## config.mk

```make
export PLATFORM = sky130hd
export DESIGN_NAME = mem_arbiter
export DESIGN_NICKNAME = d
export VERILOG_FILES = /design/src/rtl/mem_arbiter_pkg.sv /design/src/rtl/mem_arbiter_buf.sv /design/src/rtl/mem_arbiter.sv
export SDC_FILE = /design/constraint.sdc
export NUM_CORES = 1
export LEC_CHECK = 0
export BUFFER_PORTS_ARGS = -buffer_cell sky130_fd_sc_hd__buf_2
export CAP_MARGIN = 20
export CORE_MARGIN = 2
export CORE_UTILIZATION = 47
export DETAILED_ROUTE_END_ITERATION = 10
export PLACE_DENSITY = 0.87
export SLEW_MARGIN = 0
export SYNTH_ARGS = -nofsm -noshare
export SYNTH_HDL_FRONTEND = slang
export SYNTH_HIERARCHICAL = 1
export SYNTH_SLANG_ARGS = --single-unit
```

## constraint.sdc

```tcl
create_clock -name CLK -period 2.1 [get_ports CLK]
set_input_delay 0.21 -clock CLK [delete_from_list [all_inputs] [get_ports CLK]]
set_output_delay 0.21 -clock CLK [all_outputs]
set_load 0.02 [all_outputs]
```

## src/rtl/mem_arbiter_pkg.sv

```systemverilog
// Shared encodings and defaults for the IF/MEM memory bus arbiter.
// State and owner codes are exported so checkers can bind to them by name.
package mem_arbiter_pkg;

    typedef enum logic {
        ST_IDLE = 1'b0,
        ST_BUSY = 1'b1
    } arb_state_e;

    typedef enum logic [1:0] {
        OWN_NONE = 2'd0,
        OWN_IF   = 2'd1,
        OWN_MEM  = 2'd2
    } arb_owner_e;

    localparam int STALL_W           = 6;
    localparam int IF_STALL_BIT_DEF  = 1;
    localparam int MEM_STALL_BIT_DEF = 4;

endpackage

```

## src/rtl/mem_arbiter_buf.sv

```systemverilog
// Result buffer for one requester: captures bus data on load and holds it
// until the owning pipeline stage advances (hold low) or a clear discards it.
module mem_arbiter_buf #(
    parameter int DATA_W = 32
) (
    input  logic              CLK,
    input  logic              RST,
    input  logic              load,
    input  logic [DATA_W-1:0] load_data,
    input  logic              clear,
    input  logic              hold,
    output logic [DATA_W-1:0] data,
    output logic              valid
);

    always_ff @(posedge CLK) begin
        if (RST) begin
            data  <= '0;
            valid <= 1'b0;
        end else if (clear) begin
            valid <= 1'b0;
        end else if (load) begin
            data  <= load_data;
            valid <= 1'b1;
        end else if (valid && !hold) begin
            // Stage advanced this edge: result consumed, data left stable.
            valid <= 1'b0;
        end
    end

endmodule

```

## src/rtl/mem_arbiter.sv

```systemverilog
// Shares one memory bus between the IF and MEM stages: one transaction at a
// time, MEM has priority, each stage's result is buffered until it advances.
module mem_arbiter
    import mem_arbiter_pkg::*;
#(
    parameter int ADDR_W        = 32,
    parameter int DATA_W        = 32,
    parameter int IF_STALL_BIT  = IF_STALL_BIT_DEF,
    parameter int MEM_STALL_BIT = MEM_STALL_BIT_DEF,
    parameter int SEL_W         = DATA_W / 8
) (
    input  logic               CLK,
    input  logic               RST,
    input  logic               if_req_i,
    input  logic [ADDR_W-1:0]  if_addr_i,
    output logic [DATA_W-1:0]  if_data_o,
    output logic               stallreq_from_if,
    input  logic               mem_req_i,
    input  logic               mem_we_i,
    input  logic [ADDR_W-1:0]  mem_addr_i,
    input  logic [DATA_W-1:0]  mem_wdata_i,
    input  logic [SEL_W-1:0]   mem_sel_i,
    output logic [DATA_W-1:0]  mem_data_o,
    output logic               stallreq_from_mem,
    input  logic [STALL_W-1:0] stall_i,
    input  logic               flush_i,
    output logic               bus_req_o,
    output logic               bus_we_o,
    output logic [ADDR_W-1:0]  bus_addr_o,
    output logic [DATA_W-1:0]  bus_wdata_o,
    output logic [SEL_W-1:0]   bus_sel_o,
    input  logic               bus_ack_i,
    input  logic [DATA_W-1:0]  bus_rdata_i,
    output arb_state_e         state_dbg
);

    // Handshake: a requester holds *_req_i until its stallreq drops; the
    // bus side sees bus_req_o with stable qualifiers until a one-cycle
    // bus_ack_i, which also carries bus_rdata_i.

    arb_state_e state, state_next;
    arb_owner_e owner, owner_next;
    logic       if_kill, if_kill_next;
    logic       grant_mem, grant_if;
    logic       ack_mem, ack_if;
    logic       if_buf_v, mem_buf_v;
    logic       if_load, mem_load;
    logic [DATA_W-1:0] mem_load_data;
    logic       unused_stall_bits;

    assign unused_stall_bits = ^stall_i;
    assign state_dbg = state;

    always_comb begin
        state_next = state;
        owner_next = owner;
        grant_mem  = 1'b0;
        grant_if   = 1'b0;
        unique case (state)
            ST_IDLE: begin
                if (mem_req_i && !mem_buf_v) begin
                    grant_mem  = 1'b1;
                    state_next = ST_BUSY;
                    owner_next = OWN_MEM;
                end else if (if_req_i && !if_buf_v && !flush_i) begin
                    grant_if   = 1'b1;
                    state_next = ST_BUSY;
                    owner_next = OWN_IF;
                end
            end
            ST_BUSY: begin
                if (bus_ack_i) begin
                    state_next = ST_IDLE;
                    owner_next = OWN_NONE;
                end
            end
            default: begin
                state_next = ST_IDLE;
                owner_next = OWN_NONE;
            end
        endcase
    end

    assign ack_mem = (state == ST_BUSY) && (owner == OWN_MEM) && bus_ack_i;
    assign ack_if  = (state == ST_BUSY) && (owner == OWN_IF)  && bus_ack_i;

    // A fetch redirected by flush still completes on the bus; its data is dropped.
    always_comb begin
        if_kill_next = if_kill;
        if (ack_if)
            if_kill_next = 1'b0;
        else if (flush_i && (state == ST_BUSY) && (owner == OWN_IF))
            if_kill_next = 1'b1;
    end

    always_ff @(posedge CLK) begin
        if (RST) begin
            state   <= ST_IDLE;
            owner   <= OWN_NONE;
            if_kill <= 1'b0;
        end else begin
            state   <= state_next;
            owner   <= owner_next;
            if_kill <= if_kill_next;
        end
    end

    always_ff @(posedge CLK) begin
        if (RST) begin
            bus_req_o   <= 1'b0;
            bus_we_o    <= 1'b0;
            bus_addr_o  <= '0;
            bus_wdata_o <= '0;
            bus_sel_o   <= '0;
        end else if (grant_mem) begin
            bus_req_o   <= 1'b1;
            bus_we_o    <= mem_we_i;
            bus_addr_o  <= mem_addr_i;
            bus_wdata_o <= mem_wdata_i;
            bus_sel_o   <= mem_sel_i;
        end else if (grant_if) begin
            bus_req_o   <= 1'b1;
            bus_we_o    <= 1'b0;
            bus_addr_o  <= if_addr_i;
            bus_wdata_o <= '0;
            bus_sel_o   <= '1;
        end else if (ack_mem || ack_if) begin
            bus_req_o   <= 1'b0;
        end
    end

    assign if_load       = ack_if && !if_kill && !flush_i;
    assign mem_load      = ack_mem;
    assign mem_load_data = bus_we_o ? '0 : bus_rdata_i;

    mem_arbiter_buf #(.DATA_W(DATA_W)) u_if_buf (
        .CLK       (CLK),
        .RST       (RST),
        .load      (if_load),
        .load_data (bus_rdata_i),
        .clear     (flush_i),
        .hold      (stall_i[IF_STALL_BIT]),
        .data      (if_data_o),
        .valid     (if_buf_v)
    );

    mem_arbiter_buf #(.DATA_W(DATA_W)) u_mem_buf (
        .CLK       (CLK),
        .RST       (RST),
        .load      (mem_load),
        .load_data (mem_load_data),
        .clear     (1'b0),
        .hold      (stall_i[MEM_STALL_BIT]),
        .data      (mem_data_o),
        .valid     (mem_buf_v)
    );

    assign stallreq_from_if  = if_req_i  && !if_buf_v;
    assign stallreq_from_mem = mem_req_i && !mem_buf_v;

endmodule

```

Word-level counts from Yosys, hierarchy flattened
Index checks and enable logic that the tools add are counted.
W data, S select, Z words.
- mux-type cells: 28
- equal/unequal tests: 4
- bitwise logic cells: 2
- reduce and logical (&&, ||, !) cells: 28
- operators with widths (cell ; count):
    $mux W32 ; 5
    $mux W1 ; 16
    $logic_and A1 B1 Y1 ; 13
    $mux W4 ; 2
    $logic_not A1 Y1 ; 6
    $mux W2 ; 3
    $reduce_bool A2 Y1 ; 3
    $pmux W2 S2 ; 1
    $reduce_and A2 Y1 ; 2
    $reduce_or A2 Y1 ; 2
    $ne A3 B3 Y1 const B ; 1
    $reduce_bool A3 Y1 ; 1
    $eq A2 B1 Y1 const B ; 1
    $eq A2 B2 Y1 const B ; 1
    $ne A2 B2 Y1 const B ; 1
    $not A1 Y1 ; 2
    $pmux W1 S2 ; 1
    $logic_or A1 B1 Y1 ; 1
- input bits: 145
- register bits after elaboration: 140
- logic and storage cells: 74
- output and inout port bits: 137

Depth between registers and ports, before layout
Gate-level depths: netlist (run 1).
- word-level depth: 8
- gate-level depth with buffers: 5
- depth with buffers taken out: 4

Hierarchy
The synthesis (run 1) kept the hierarchy.
- modules (own cells, without submodules) (module ; instances ; cells each ; area an instance (sq um) ; sequential area each (sq um)):
    mem_arbiter ; 1 ; 330 ; 3091.7 ; 1481.4
    mem_arbiter_buf ; 2 ; 148 ; 1492.7 ; 660.6

Worst setup path after synthesis (run 1)
No wires, ideal clock.
- path type: register to register
- start point: register state (netlist: state_dbg)
- end point: register u_if_buf.data[0]
- data required time: 1982 ps
- cell stages (with the launch flop): 6
- slack: 225 ps
- arrival time: 1757 ps
- period minus slack after synthesis: 1875 ps
- buffers on the path: 1
- setup time: 118 ps
- cells stage by stage: dfxtp_1 > nand2_1 > nor4_1 > nor2b_4 > buf_4 > o21ai_1
- longest elaborated chain between the ends: 5
- ends and longest elaborated chain (item ; line ; source):
    from (decl) ; mem_arbiter.sv:41 ; arb_state_e state, state_next;
    from (signal assigned) ; mem_arbiter.sv:102 ; state <= state_next;
    $logic_and A1 B1 Y1 (2 in series) ; mem_arbiter.sv:85 ; assign ack_if = (state == ST_BUSY) && (owner == OWN_IF) && bus_ack_i;
    $logic_and A1 B1 Y1 (2 in series) ; mem_arbiter.sv:132 ; assign if_load = ack_if && !if_kill && !flush_i;
    named net if_load ; mem_arbiter.sv:47 ; logic if_load, mem_load;
    $reduce_and A2 Y1 (no line) ; n/a ;
    to (signal assigned) ; mem_arbiter_buf.sv:23 ; data <= load_data;
    to (decl) ; mem_arbiter_buf.sv:12 ; output logic [DATA_W-1:0] data,
The timed path passes the listed nets, and every way through them passes these cells.
A chain may end at the register's enable or synchronous reset.

Worst setup path in the final report (run 1)
- start point: register state (netlist: state_dbg)
- end point: register bus_addr_o[21]
- longest elaborated chain between the ends: 2
- elaborated cells on any way between the ends: 4
- classes of those cells: 3 x mux; 1 x reduce/logical
- ends and longest elaborated chain (item ; line ; source):
    $mux W1 ; mem_arbiter.sv:59 ; unique case (state)
    $mux W32 or $reduce_bool A2 Y1 (tied branches) ; n/a ;
    to (signal assigned) ; mem_arbiter.sv:118 ; bus_addr_o <= mem_addr_i;
    to (signal assigned) ; mem_arbiter.sv:124 ; bus_addr_o <= if_addr_i;
    to (decl) ; mem_arbiter.sv:29 ; output logic [ADDR_W-1:0] bus_addr_o,
Parallel ways exist; a longest one is shown, timed or not.

==> results of run 1 <==
[layer usage]
metal	track usage, %	vias to the layer above	part of all wire, %	routed length, µm
li1	-	2752	-	-
met1	31.58	2663	43	7555
met2	37.83	218	48	8458
met3	6.831	30	6.2	1092
met4	10.32	0	2.1	374
met5	0	-	0	0
[final timing paths]
check,cells past startpoint,slack [ns],from,to
setup / recovery,5,0.35,state_dbg,bus_addr_o[21]
hold / removal,3,0.02,mem_wdata_i[23],bus_wdata_o[23]
setup reg to reg,5,0.35,state_dbg,bus_addr_o[21]
hold reg to reg,2,0.46,u_if_buf/data[17],u_if_buf/data[17]
[synthesized netlist by cell type, drive strengths merged, types with 2 or more instances]
cell	number
nand2b	66
nand2	36
nor3b	2
nor3	2
a31oi	2
o221a	37
clkbuf	34
o21a	32
nor2b	36
dfxtp	140
o21ai	65
nand3	35
buf	30
nand4bb	64
a21oi	37
[state kept, by name, summed over array words and instances (netlist names)]
name             flops
if_kill              1
bus_sel_o            4
state_dbg            1
bus_addr_o          32
u_if_buf/valid       1
bus_we_o             1
u_mem_buf/valid      1
bus_wdata_o         32
bus_req_o            1
u_if_buf/data       32
u_mem_buf/data      32
owner                2
[power groups by stage]
stage          logic, µW  clock network (µW)  registers, µW
6_report             917                3070           2850
5_1_grt              984                3250           2860
4_1_cts              915                3130           2850
3_5_place_dp         910                   0           2900
3_3_place_gp         898                   0           2890
2_1_floorplan        414                   0           3050
[worst reg2reg max path: cells and delay by family (launching register included)]
kind            cells  cell delay [ns]
flops               1             0.30
simple gates        2             0.67
compound gates      1             0.23
buf+inv             2             0.48
[stage by stage]
step,cell area (µm²),setup slack [ns],util (%)
6_report,8150,0.3465,64.58
5_1_grt,8150,0.2505,64.58
4_1_cts,8148,0.3199,64.56
3_5_place_dp,7531,0.3228,59.68
3_3_place_gp,7531,0.3649,59.68
2_1_floorplan,6100,0.2251,-
[placed cells by master, fill, tap and decap left out]
cell	n
buf_2	276
dfxtp_1	140
nand2b_1	66
nand4bb_1	64
o21ai_1	60
a21oi_1	37
nand2_1	35
nand3_1	35
nor2b_1	34
o21a_1	32
o221a_1	29
clkbuf_16	17
buf_4	12
o221a_2	8
conb_1	7
clkbuf_8	6
o21ai_0	5
clkinvlp_4	3
buf_12	3
nor3b_2	2
a31oi_1	2
bufinv_16	2
nor2b_4	2
nor3_1	2
diode_2	1
nor4_2	1
or3b_2	1
or4b_1	1
nand2_2	1
inv_2	1
or2_1	1
nor2_1	1
xnor2_1	1
clkbuf_1	1
clkinv_2	1
clkinv_4	1
inv_6	1
[final cells by class]
| type | count | area [µm²] |
|---|---|---|
| Antenna cell | 1 | 2.502 |
| Clock buffer | 24 | 511.7 |
| Clock inverter | 8 | 105.1 |
| Fill cell | 1101 | 4469 |
| Inverter | 1 | 3.754 |
| Multi-Input combinational cell | 427 | 2978 |
| Sequential cell | 140 | 2803 |
| Tap cell | 172 | 215.2 |
| Timing Repair Buffer | 291 | 1531 |
[cell families (layout without fill, tap and decap cells)]
family	Yosys count	after routing	share of synthesized area, %
AND/OR/NAND/NOR	246	246	28.74
AO/OA/AOI/OAI	173	173	19.42
flip-flops	140	140	46.12
buffers and inverters	65	324	5.518
other	1	8	0.06171
XOR/XNOR	1	1	0.1441
==> flow_summary_export.csv, run 1 <==
group,metric,value,unit
drt,via_per_inst,5.322,
logic_synthesis,yosysUniqueCellTypes,31,
clock_tree,numCtsBuffers,17,
global_route,grt_overflow,0,
run_status,outcome,"complete, no violations",
layout,syn_to_final_growth,34.12,%
logic_synthesis,ys.flop_type,"dfxtp_1",
sta,grt_setup_unrepaired,"false",
logic_synthesis,ys_warn_count,6,
global_route,grt_pass1_vias,5296,
floorplan,initial_core_util,48.16,%
clock_tree,clock_latency,0.42,ns
pwr,peakVddDrop,0.8246,mV
logic_synthesis,synth_seq_cells,140,
floorplan,die_w,117.7,µm
global_route,antenna_found_initial,1,
clock_tree,clock-root-buffer,"clkbuf_16",
pwr,power,6829,µW
sta,relSlewSlack,56.51,%
logic_synthesis,yosysTopAreaCell,"dfxtp_1",
sta,fin_skew,0.009917,ns
pwr,seq_power_share,41.7,%
sta,fmax,570.3,MHz
flow_run,cap_violations,0,
floorplan,die_h,117.7,µm
worst_setup_path,slowest_delay,0.53,ns
sta,setup_tns,0,ns
place,place.gp.congestion,0.8362,
global_route,grt_usage,24.29,%
clock_tree,cts_tree,"done",
layout,final_nets,1023,
worst_setup_path,crit_type,"reg -> reg",
floorplan,core,0.01262,mm²
worst_setup_path,critPathRequiredTime,2.45,ns
floorplan,die_area,0.01386,mm²
place,dp.final_hpwl,11.64,mm
logic_synthesis,synth_top_area_share,46.12,%
sta,post-route-period-util,83.50,%
worst_setup_path,critPathArrivalTime,2.10,ns
place,io_buffers,277,
logic_synthesis,synth.area.top_cells,"dfxtp_1 46%, nand4bb_1 12%, nand2b_1 6.8%",
worst_setup_path,crit_chain,"or4b_1 -> buf_4 -> nand2_2 -> buf_12 -> o221a_1",
logic_synthesis,postSynthCellCount,626,
drt,drt-pass1-iter-count,5,
drt,drtAntennaViolNets,0,
clock_tree,clk_pin_slew,0.06,ns
logic_synthesis,syn_avg_cell_area,9.708,µm²
layout,fin_cells,1064,
worst_hold_path,hp-class,"in -> reg",
pwr,combPwrFrac,13.4,%
pwr,p_sw_share,24.98,%
drt,drt-initial-drc-count,556,
sta,final_hold_viol_count,0,
global_route,grt_pass1_wl,27.32,mm
worst_setup_path,path_buf_inv,2,
place,dp_cells,1031,
sta,slew_violations,0,
logic_synthesis,synth_enable_flop_cells,0,
pwr,p_sw,1706,µW
pwr,p_per_area,837.9,mW/mm²
clock_tree,cts_buffer_depth,2,
pwr,clock_power_share,44.9,%
global_route,grt_max_degree,168,
floorplan,num_io_pins,282,
floorplan,row_count,41,
logic_synthesis,ys_async_sr_fraction,0,%
clock_tree,cts_setup_buffers,0,
sta,period_needed,1.753,ns
worst_setup_path,worst_setup_path_end_kind,"flip-flop",
worst_setup_path,cp-start-kind,"flip-flop",
worst_setup_path,critPathSlowestCell,"or4b_1",
drt,vias,5663,
drt,route.detailed.drc,0,
logic_synthesis,synth.yosys.seq_area_share,46.12,%
logic_synthesis,syn-cell-area,0.006077,mm²
sta,whs,0.02396,ns
clock_tree,cts_resized,0,
clock_tree,clock_sinks,140,
drt,wl_per_cell,16.43,µm
drt,routed_wl,17.48,mm
pwr,intPower,5123,µW
clock_tree,ctsHoldBuffers,0,
pwr,leakagePower,0.003569,µW
sta,setup_viol,0,
sta,worst_slew_pin_slew,0.6514,ns
clock_tree,htreeDepth,4,
worst_setup_path,path_max_fanout,37,
worst_setup_path,path_delay_family,"simple AND/OR/NAND/NOR gates",
layout,drive_above_1_share,37.93,%
Note: power is estimated with default switching activity, not from simulation.
==> inputs of run 2 (changes only) <==
--- a/config.mk
+++ b/config.mk
@@ -5,12 +5,13 @@
 export SDC_FILE = /design/constraint.sdc
 export NUM_CORES = 1
 export LEC_CHECK = 0
+export ABC_AREA = 1
 export BUFFER_PORTS_ARGS = -buffer_cell sky130_fd_sc_hd__buf_2
 export CAP_MARGIN = 20
 export CORE_MARGIN = 2
-export CORE_UTILIZATION = 47
+export CORE_UTILIZATION = 43
 export DETAILED_ROUTE_END_ITERATION = 10
-export PLACE_DENSITY = 0.87
+export PLACE_DENSITY = 0.84
 export SLEW_MARGIN = 0
 export SYNTH_ARGS = -nofsm -noshare
 export SYNTH_HDL_FRONTEND = slang
==> constraint.sdc (replaced) <==
create_clock -name CLK -period 1.6 [get_ports CLK]
set_input_delay 0.16 -clock CLK [delete_from_list [all_inputs] [get_ports CLK]]
set_output_delay 0.16 -clock CLK [all_outputs]
set_load 0.02 [all_outputs]
==> flow_summary_export.csv, run 2 <==
group,metric,value,unit
drt,drt-initial-drc-count,407,
layout,final_area,0.008786,mm²
global_route,grt_pass1_vias,6641,
logic_synthesis,synth_seq_cells,140,
drt,route.detailed.drc,0,
worst_setup_path,cp-start-kind,"flip-flop",
drt,wl_met2,10.06,mm
drt,dr_wl_met3,1.882,mm
worst_setup_path,path_buf_inv,3,
drt,routed_wl,20.48,mm
floorplan,die_h,125.3,µm
global_route,antenna_found_initial,4,
run_status,outcome,"complete, no violations",
pwr,p_per_area,1064,mW/mm²
logic_synthesis,syn_avg_cell_area,6.498,µm²
clock_tree,htreeDepth,4,
logic_synthesis,yosysTopAreaCell,"dfxtp_1",
layout,syn_to_final_growth,38.97,%
floorplan,die_w,125.3,µm
pwr,intPower,6769,µW
global_route,grt_max_degree,58,
drt,top_layer,"met4",
floorplan,row_count,44,
logic_synthesis,ys_warn_count,6,
worst_setup_path,crit_top_cell,"nor2_1",
pwr,combPwrFrac,15.8,%
worst_setup_path,rr_startpoint,"state_dbg",
pwr,p_sw_share,27.58,%
clock_tree,clock_latency,0.42,ns
sta,period_needed,1.491,ns
worst_setup_path,slowest_delay,0.32,ns
drt,drtAntennaViolNets,0,
pwr,seq_power_share,40.1,%
clock_tree,clk_pin_slew,0.06,ns
drt,via_per_inst,4.827,
clock_tree,numCtsBuffers,17,
worst_setup_path,critPathRequiredTime,1.94,ns
sta,grt_setup_unrepaired,"true",
flow_run,cap_violations,0,
place,dp.final_hpwl,13.52,mm
logic_synthesis,ys.flop_type,"dfxtp_1",
global_route,grt_pass1_wl,31.75,mm
layout,final_cell_mix,"277 x buf_2, 268 x nor2_1, 168 x nand2_1, 144 x inv_1, 140 x dfxtp_1",
drt,wl_met1,7.609,mm
layout,final_nets,1396,
drt,wl_per_cell,14.11,µm
worst_setup_path,path_delay_family,"simple AND/OR/NAND/NOR gates",
logic_synthesis,postSynthCellCount,973,
worst_hold_path,hp-start,"mem_wdata_i[14]",
worst_setup_path,critPathArrivalTime,1.84,ns
pwr,leakagePower,0.004865,µW
clock_tree,cts_buffer_depth,2,
place,io_buffers,277,
logic_synthesis,synth_commonest_cells,"268 x nor2_1, 168 x nand2_1, 144 x inv_1",
sta,whs,0.01610,ns
place,dp_cells,1392,
drt,vias,7004,
logic_synthesis,syn-cell-area,0.006322,mm²
sta,post-route-period-util,93.21,%
clock_tree,cts_tree,"done",
worst_setup_path,crit_type,"reg -> reg",
logic_synthesis,synth_enable_flop_cells,0,
logic_synthesis,synth.area.top_cells,"dfxtp_1 44%, nor2_1 16%, nand2_1 10%",
logic_synthesis,synth.yosys.seq_area_share,44.33,%
sta,fmax,670.5,MHz
clock_tree,clock-root-buffer,"clkbuf_16",
floorplan,core,0.01442,mm²
pwr,clock_power_share,44.1,%
logic_synthesis,yosysUniqueCellTypes,24,
drt,drt-pass1-iter-count,5,
worst_setup_path,worst_setup_path_end_kind,"flip-flop",
clock_tree,clock_sinks,140,
worst_setup_path,path_max_fanout,13,
layout,fillers,1258,
place,place_area,0.007863,mm²
floorplan,num_io_pins,282,
worst_hold_path,hp-class,"in -> reg",
global_route,grt_usage,25.07,%
sta,fin_skew,0.01415,ns
pwr,p_sw,2577,µW
floorplan,initial_core_util,43.83,%
place,place.gp.congestion,0.8870,
worst_setup_path,critPathSlowestCell,"dfxtp_1",
sta,setup_viol,0,
logic_synthesis,ys_async_sr_fraction,0,%
pwr,peakVddDrop,0.9107,mV
sta,slew_violations,0,
layout,drive_above_1_share,27.24,%
global_route,grt_overflow,0,
sta,final_hold_viol_count,0,
layout,layout_commonest_cell,"buf_2",
floorplan,die_area,0.01569,mm²
logic_synthesis,synth_top_area_share,44.33,%
layout,fin_cells,1451,
worst_setup_path,crit_chain,"nand2_1 -> inv_1 -> nand3_2 -> nor3_4 -> inv_2 -> nor2_4 -> clkbuf_16 -> nor2_1 -> nor2_1",
logic_synthesis,yosysMostFrequentCell,"nor2_1",
worst_setup_path,crit_start,"state_dbg",
[run 2: path summary, 6_finish.rpt]
check / end / depth (start not counted) / slack (ns)
worst max register to register: u_if_buf/data[12] / 9 / 0.11
worst min register to register: bus_sel_o[1] / 2 / 0.46
worst max-delay path: u_if_buf/data[12] / 9 / 0.11
worst min-delay path: bus_wdata_o[14] / 3 / 0.02
[run 2: cell families (layout without fill, tap and decap cells)]
family                 after synthesis  after routing  synth area share, %
and+or+nand+nor                    548            548                35.25
buffers and inverters              210            499                14.49
DFF                                140            140                44.33
other                                1              6              0.05931
AOI/OAI and AO/OA                   74             74                5.878
[run 2: area by class of cell]
type	instances	area [µm²]	share of cell area, %
flip-flops and latches	140	2803	31.90
multi-input cells	624	2636	30.01
repair buffers	320	1937	22.05
inverters	148	555.5	6.323
clock buffers	20	456.7	5.198
well taps	184	230.2	2.620
clock inverters	11	157.7	1.794
diodes	4	10.01	0.1139
[run 2: timing repair]
action,in CTS,in global routing
setup endpoints to repair,0,32
hold buffers,20,0
hold endpoints to repair,20,0
resized for setup,0,3
setup buffers,0,1
[run 2: routing by layer]
metal	up-vias	global-route usage, %
met3	60	8.087
met4	0	13.33
met1	3155	27.24
met2	315	43.51
met5	-	0
li1	3474	-
[run 2: per-stage QoR]
step	utilization (%)	power (µW)	TNS [ns]	setup slack, ns
2_1_floorplan	-	4684	0	0.01560
3_3_place_gp	54.51	5187	0	0.1791
3_5_place_dp	54.51	5206	0	0.1245
4_1_cts	60.16	9325	0	0.1117
5_1_grt	60.90	9722	-0.06929	-0.01872
6_report	60.91	9347	0	0.1086
[run 2: power by group through the flow]
stage	Combinational (µW)	Sequential, µW	Clock [µW]
finish	1480	3750	4120
global route	1640	3770	4310
CTS	1440	3740	4140
detailed placement	1390	3810	0
global placement	1380	3810	0
floorplan	663	4020	0
[run 2: worst reg2reg max path, cell delays in order (launching register included)]
cell	delay, ns
dfxtp_1	0.32
nand2_1	0.08
inv_1	0.09
nand3_2	0.10
nor3_4	0.21
inv_2	0.07
nor2_4	0.19
clkbuf_16	0.21
nor2_1	0.05
nor2_1	0.10
==> inputs of run 3 (changes only) <==
--- a/config.mk
+++ b/config.mk
@@ -5,13 +5,12 @@
 export SDC_FILE = /design/constraint.sdc
 export NUM_CORES = 1
 export LEC_CHECK = 0
-export ABC_AREA = 1
 export BUFFER_PORTS_ARGS = -buffer_cell sky130_fd_sc_hd__buf_2
 export CAP_MARGIN = 20
 export CORE_MARGIN = 2
-export CORE_UTILIZATION = 43
+export CORE_UTILIZATION = 42
 export DETAILED_ROUTE_END_ITERATION = 10
-export PLACE_DENSITY = 0.84
+export PLACE_DENSITY = 0.79
 export SLEW_MARGIN = 0
 export SYNTH_ARGS = -nofsm -noshare
 export SYNTH_HDL_FRONTEND = slang
==> flow_summary_export.csv, run 3 (synthesis gave the netlist of run 1 again) <==
group,metric,value,unit
run_status,outcome,"complete, but fails checks",
run_status,violations,"setup timing",
drt,vias,6125,
worst_setup_path,r2r-end,"bus_addr_o[15]",
worst_setup_path,path_max_fanout,32,
global_route,grt_max_degree,68,
place,place_area,0.007761,mm²
worst_setup_path,crit_start,"state_dbg",
drt,wl_per_cell,17.86,µm
floorplan,die_area,0.01545,mm²
layout,final_cell_mix,"276 x buf_2, 137 x dfxtp_1, 65 x nand2b_1, 64 x nand4bb_1, 60 x dlygate4sd3_1",
global_route,grt_pass1_wl,31.62,mm
layout,final_area,0.009315,mm²
sta,fmax,607.4,MHz
floorplan,die_w,124.3,µm
clock_tree,clk_pin_slew,0.06,ns
drt,routed_wl,20.68,mm
floorplan,initial_core_util,43.44,%
layout,layout_commonest_cell,"buf_2",
global_route,grt_usage,25.09,%
worst_setup_path,crit_type,"reg -> reg",
floorplan,die_h,124.3,µm
layout,syn_to_final_growth,53.28,%
drt,drtAntennaViolNets,0,
floorplan,core,0.01399,mm²
drt,drt-initial-drc-count,544,
floorplan,num_io_pins,282,
flow_run,cap_violations,0,
sta,post-route-period-util,102.9,%
clock_tree,numCtsBuffers,17,
sta,period_needed,1.646,ns
sta,setup_viol,32,
pwr,leakagePower,0.004090,µW
sta,setup_ws,-0.04641,ns
sta,grt_setup_unrepaired,"true",
worst_setup_path,rr_worst_depth,4,
worst_setup_path,critPathRequiredTime,1.90,ns
clock_tree,htreeDepth,4,
pwr,p_per_area,988.3,mW/mm²
drt,route.detailed.drc,0,
layout,n_antenna_cell,0,
layout,final_nets,1110,
drt,drt-pass1-iter-count,5,
floorplan,row_count,43,
global_route,grt_pass1_vias,5936,
global_route,grt_overflow,0,
pwr,peakVddDrop,0.8227,mV
worst_setup_path,cp-endpoint,"bus_addr_o[15]",
sta,fin_skew,0.006853,ns
worst_hold_path,hp-class,"in -> reg",
drt,via_per_inst,5.289,
clock_tree,clock-root-buffer,"clkbuf_16",
sta,whs,0.02468,ns
global_route,antenna_found_initial,0,
clock_tree,cts_tree,"done",
worst_setup_path,rr_startpoint,"state_dbg",
clock_tree,clock_latency,0.42,ns
place,dp.final_hpwl,12.45,mm
sta,final_hold_viol_count,0,
layout,fillers,1061,
worst_setup_path,rrSetupSlack,-0.05,ns
worst_setup_path,cp-start-kind,"flip-flop",
clock_tree,clock_sinks,140,
layout,drive_above_1_share,40.39,%
worst_setup_path,worst_setup_path_end_kind,"flip-flop",
sta,slew_violations,0,
worst_hold_path,hold_depth,2,
place,place.gp.congestion,0.8306,
clock_tree,cts_buffer_depth,2,
place,io_buffers,277,
worst_setup_path,critPathArrivalTime,1.95,ns
==> run 3: changes by cell type in the layout (fill, tap and decap cells not counted), moves of 23 or more <==
cell and delta:
dlygate4sd3_1 +40, inv_1 -144, nand2_1 -134, nand2b_1 +65, nand3_1 -65, nand4bb_1 +64, nor2_1 -267, nor2b_1 +34
o21a_1 +32, o21ai_0 -30, o21ai_1 +35, o21ai_2 +23, o221a_1 +29
==> run 3: worst min-delay path by stage <==
stage | startpoint | to | slack [ns]
after global placement | mem_wdata_i[20] | bus_wdata_o[20] | 0.40
final | mem_sel_i[2] | bus_sel_o[2] | 0.02
after floorplan | mem_wdata_i[0] | bus_wdata_o[0] | 0.30
after CTS | if_addr_i[4] | bus_addr_o[4] | 0.001
after global routing | if_addr_i[3] | bus_addr_o[3] | 0.008
after detailed placement | mem_wdata_i[22] | bus_wdata_o[22] | 0.41
==> run 3: cell type report <==
type	count	area, µm²	share of cell area [%]
clock inverter	9	110.1	1.182
multi-input combinational	427	3103	33.31
tap	180	225.2	2.418
sequential	140	2811	30.18
clock buffer	23	498.0	5.346
timing repair buffer	378	2564	27.52
inverter	1	3.754	0.04030
==> run 3: layer usage <==
layer | track usage, % | part of all wire, % | vias up
met5 | 0 | 0 | -
met4 | 9.848 | 2.6 | 0
met3 | 6.014 | 5.8 | 44
met2 | 40.37 | 48 | 245
met1 | 32.56 | 43 | 2896
li1 | - | - | 2940
==> run 3: per-stage QoR <==
stage	TNS, ns	utilization [%]	instances	setup WS, ns	power, µW
after floorplan	-1.808	-	632	-0.06235	4545
after global placement	-0.7607	55.48	1055	-0.04343	5045
after detailed placement	-1.196	55.48	1055	-0.05530	5062
after CTS	-0.5232	64.35	1147	-0.03583	9217
after global routing	-3.243	66.59	1158	-0.07865	9553
final	-0.8807	66.59	1158	-0.04641	9206
==> run 3: what timing repair did <==
action | CTS | global route
hold endpoints to repair | 59 | 1
hold buffers | 59 | 1
pin swaps | 0 | 34
endpoints found under the setup margin | 36 | 73
gates cloned | 1 | 5
buffers inserted | 0 | 5
gates resized for setup | 3 | 43
==> run 3: power by group <==
group          internal [µW]  switching, µW  leakage [µW]
Clock                   2500           1510      0.000291
Combinational            700            756       0.00265
Sequential              3650           86.7       0.00114
Total                   6850           2360       0.00409
==> run 3: worst max-delay path: stages, from the launching register on <==
cell and delay (ns):
dfxtp_4 0.34, or4b_4 0.51, or2_4 0.26, buf_12 0.17, o221a_1 0.25
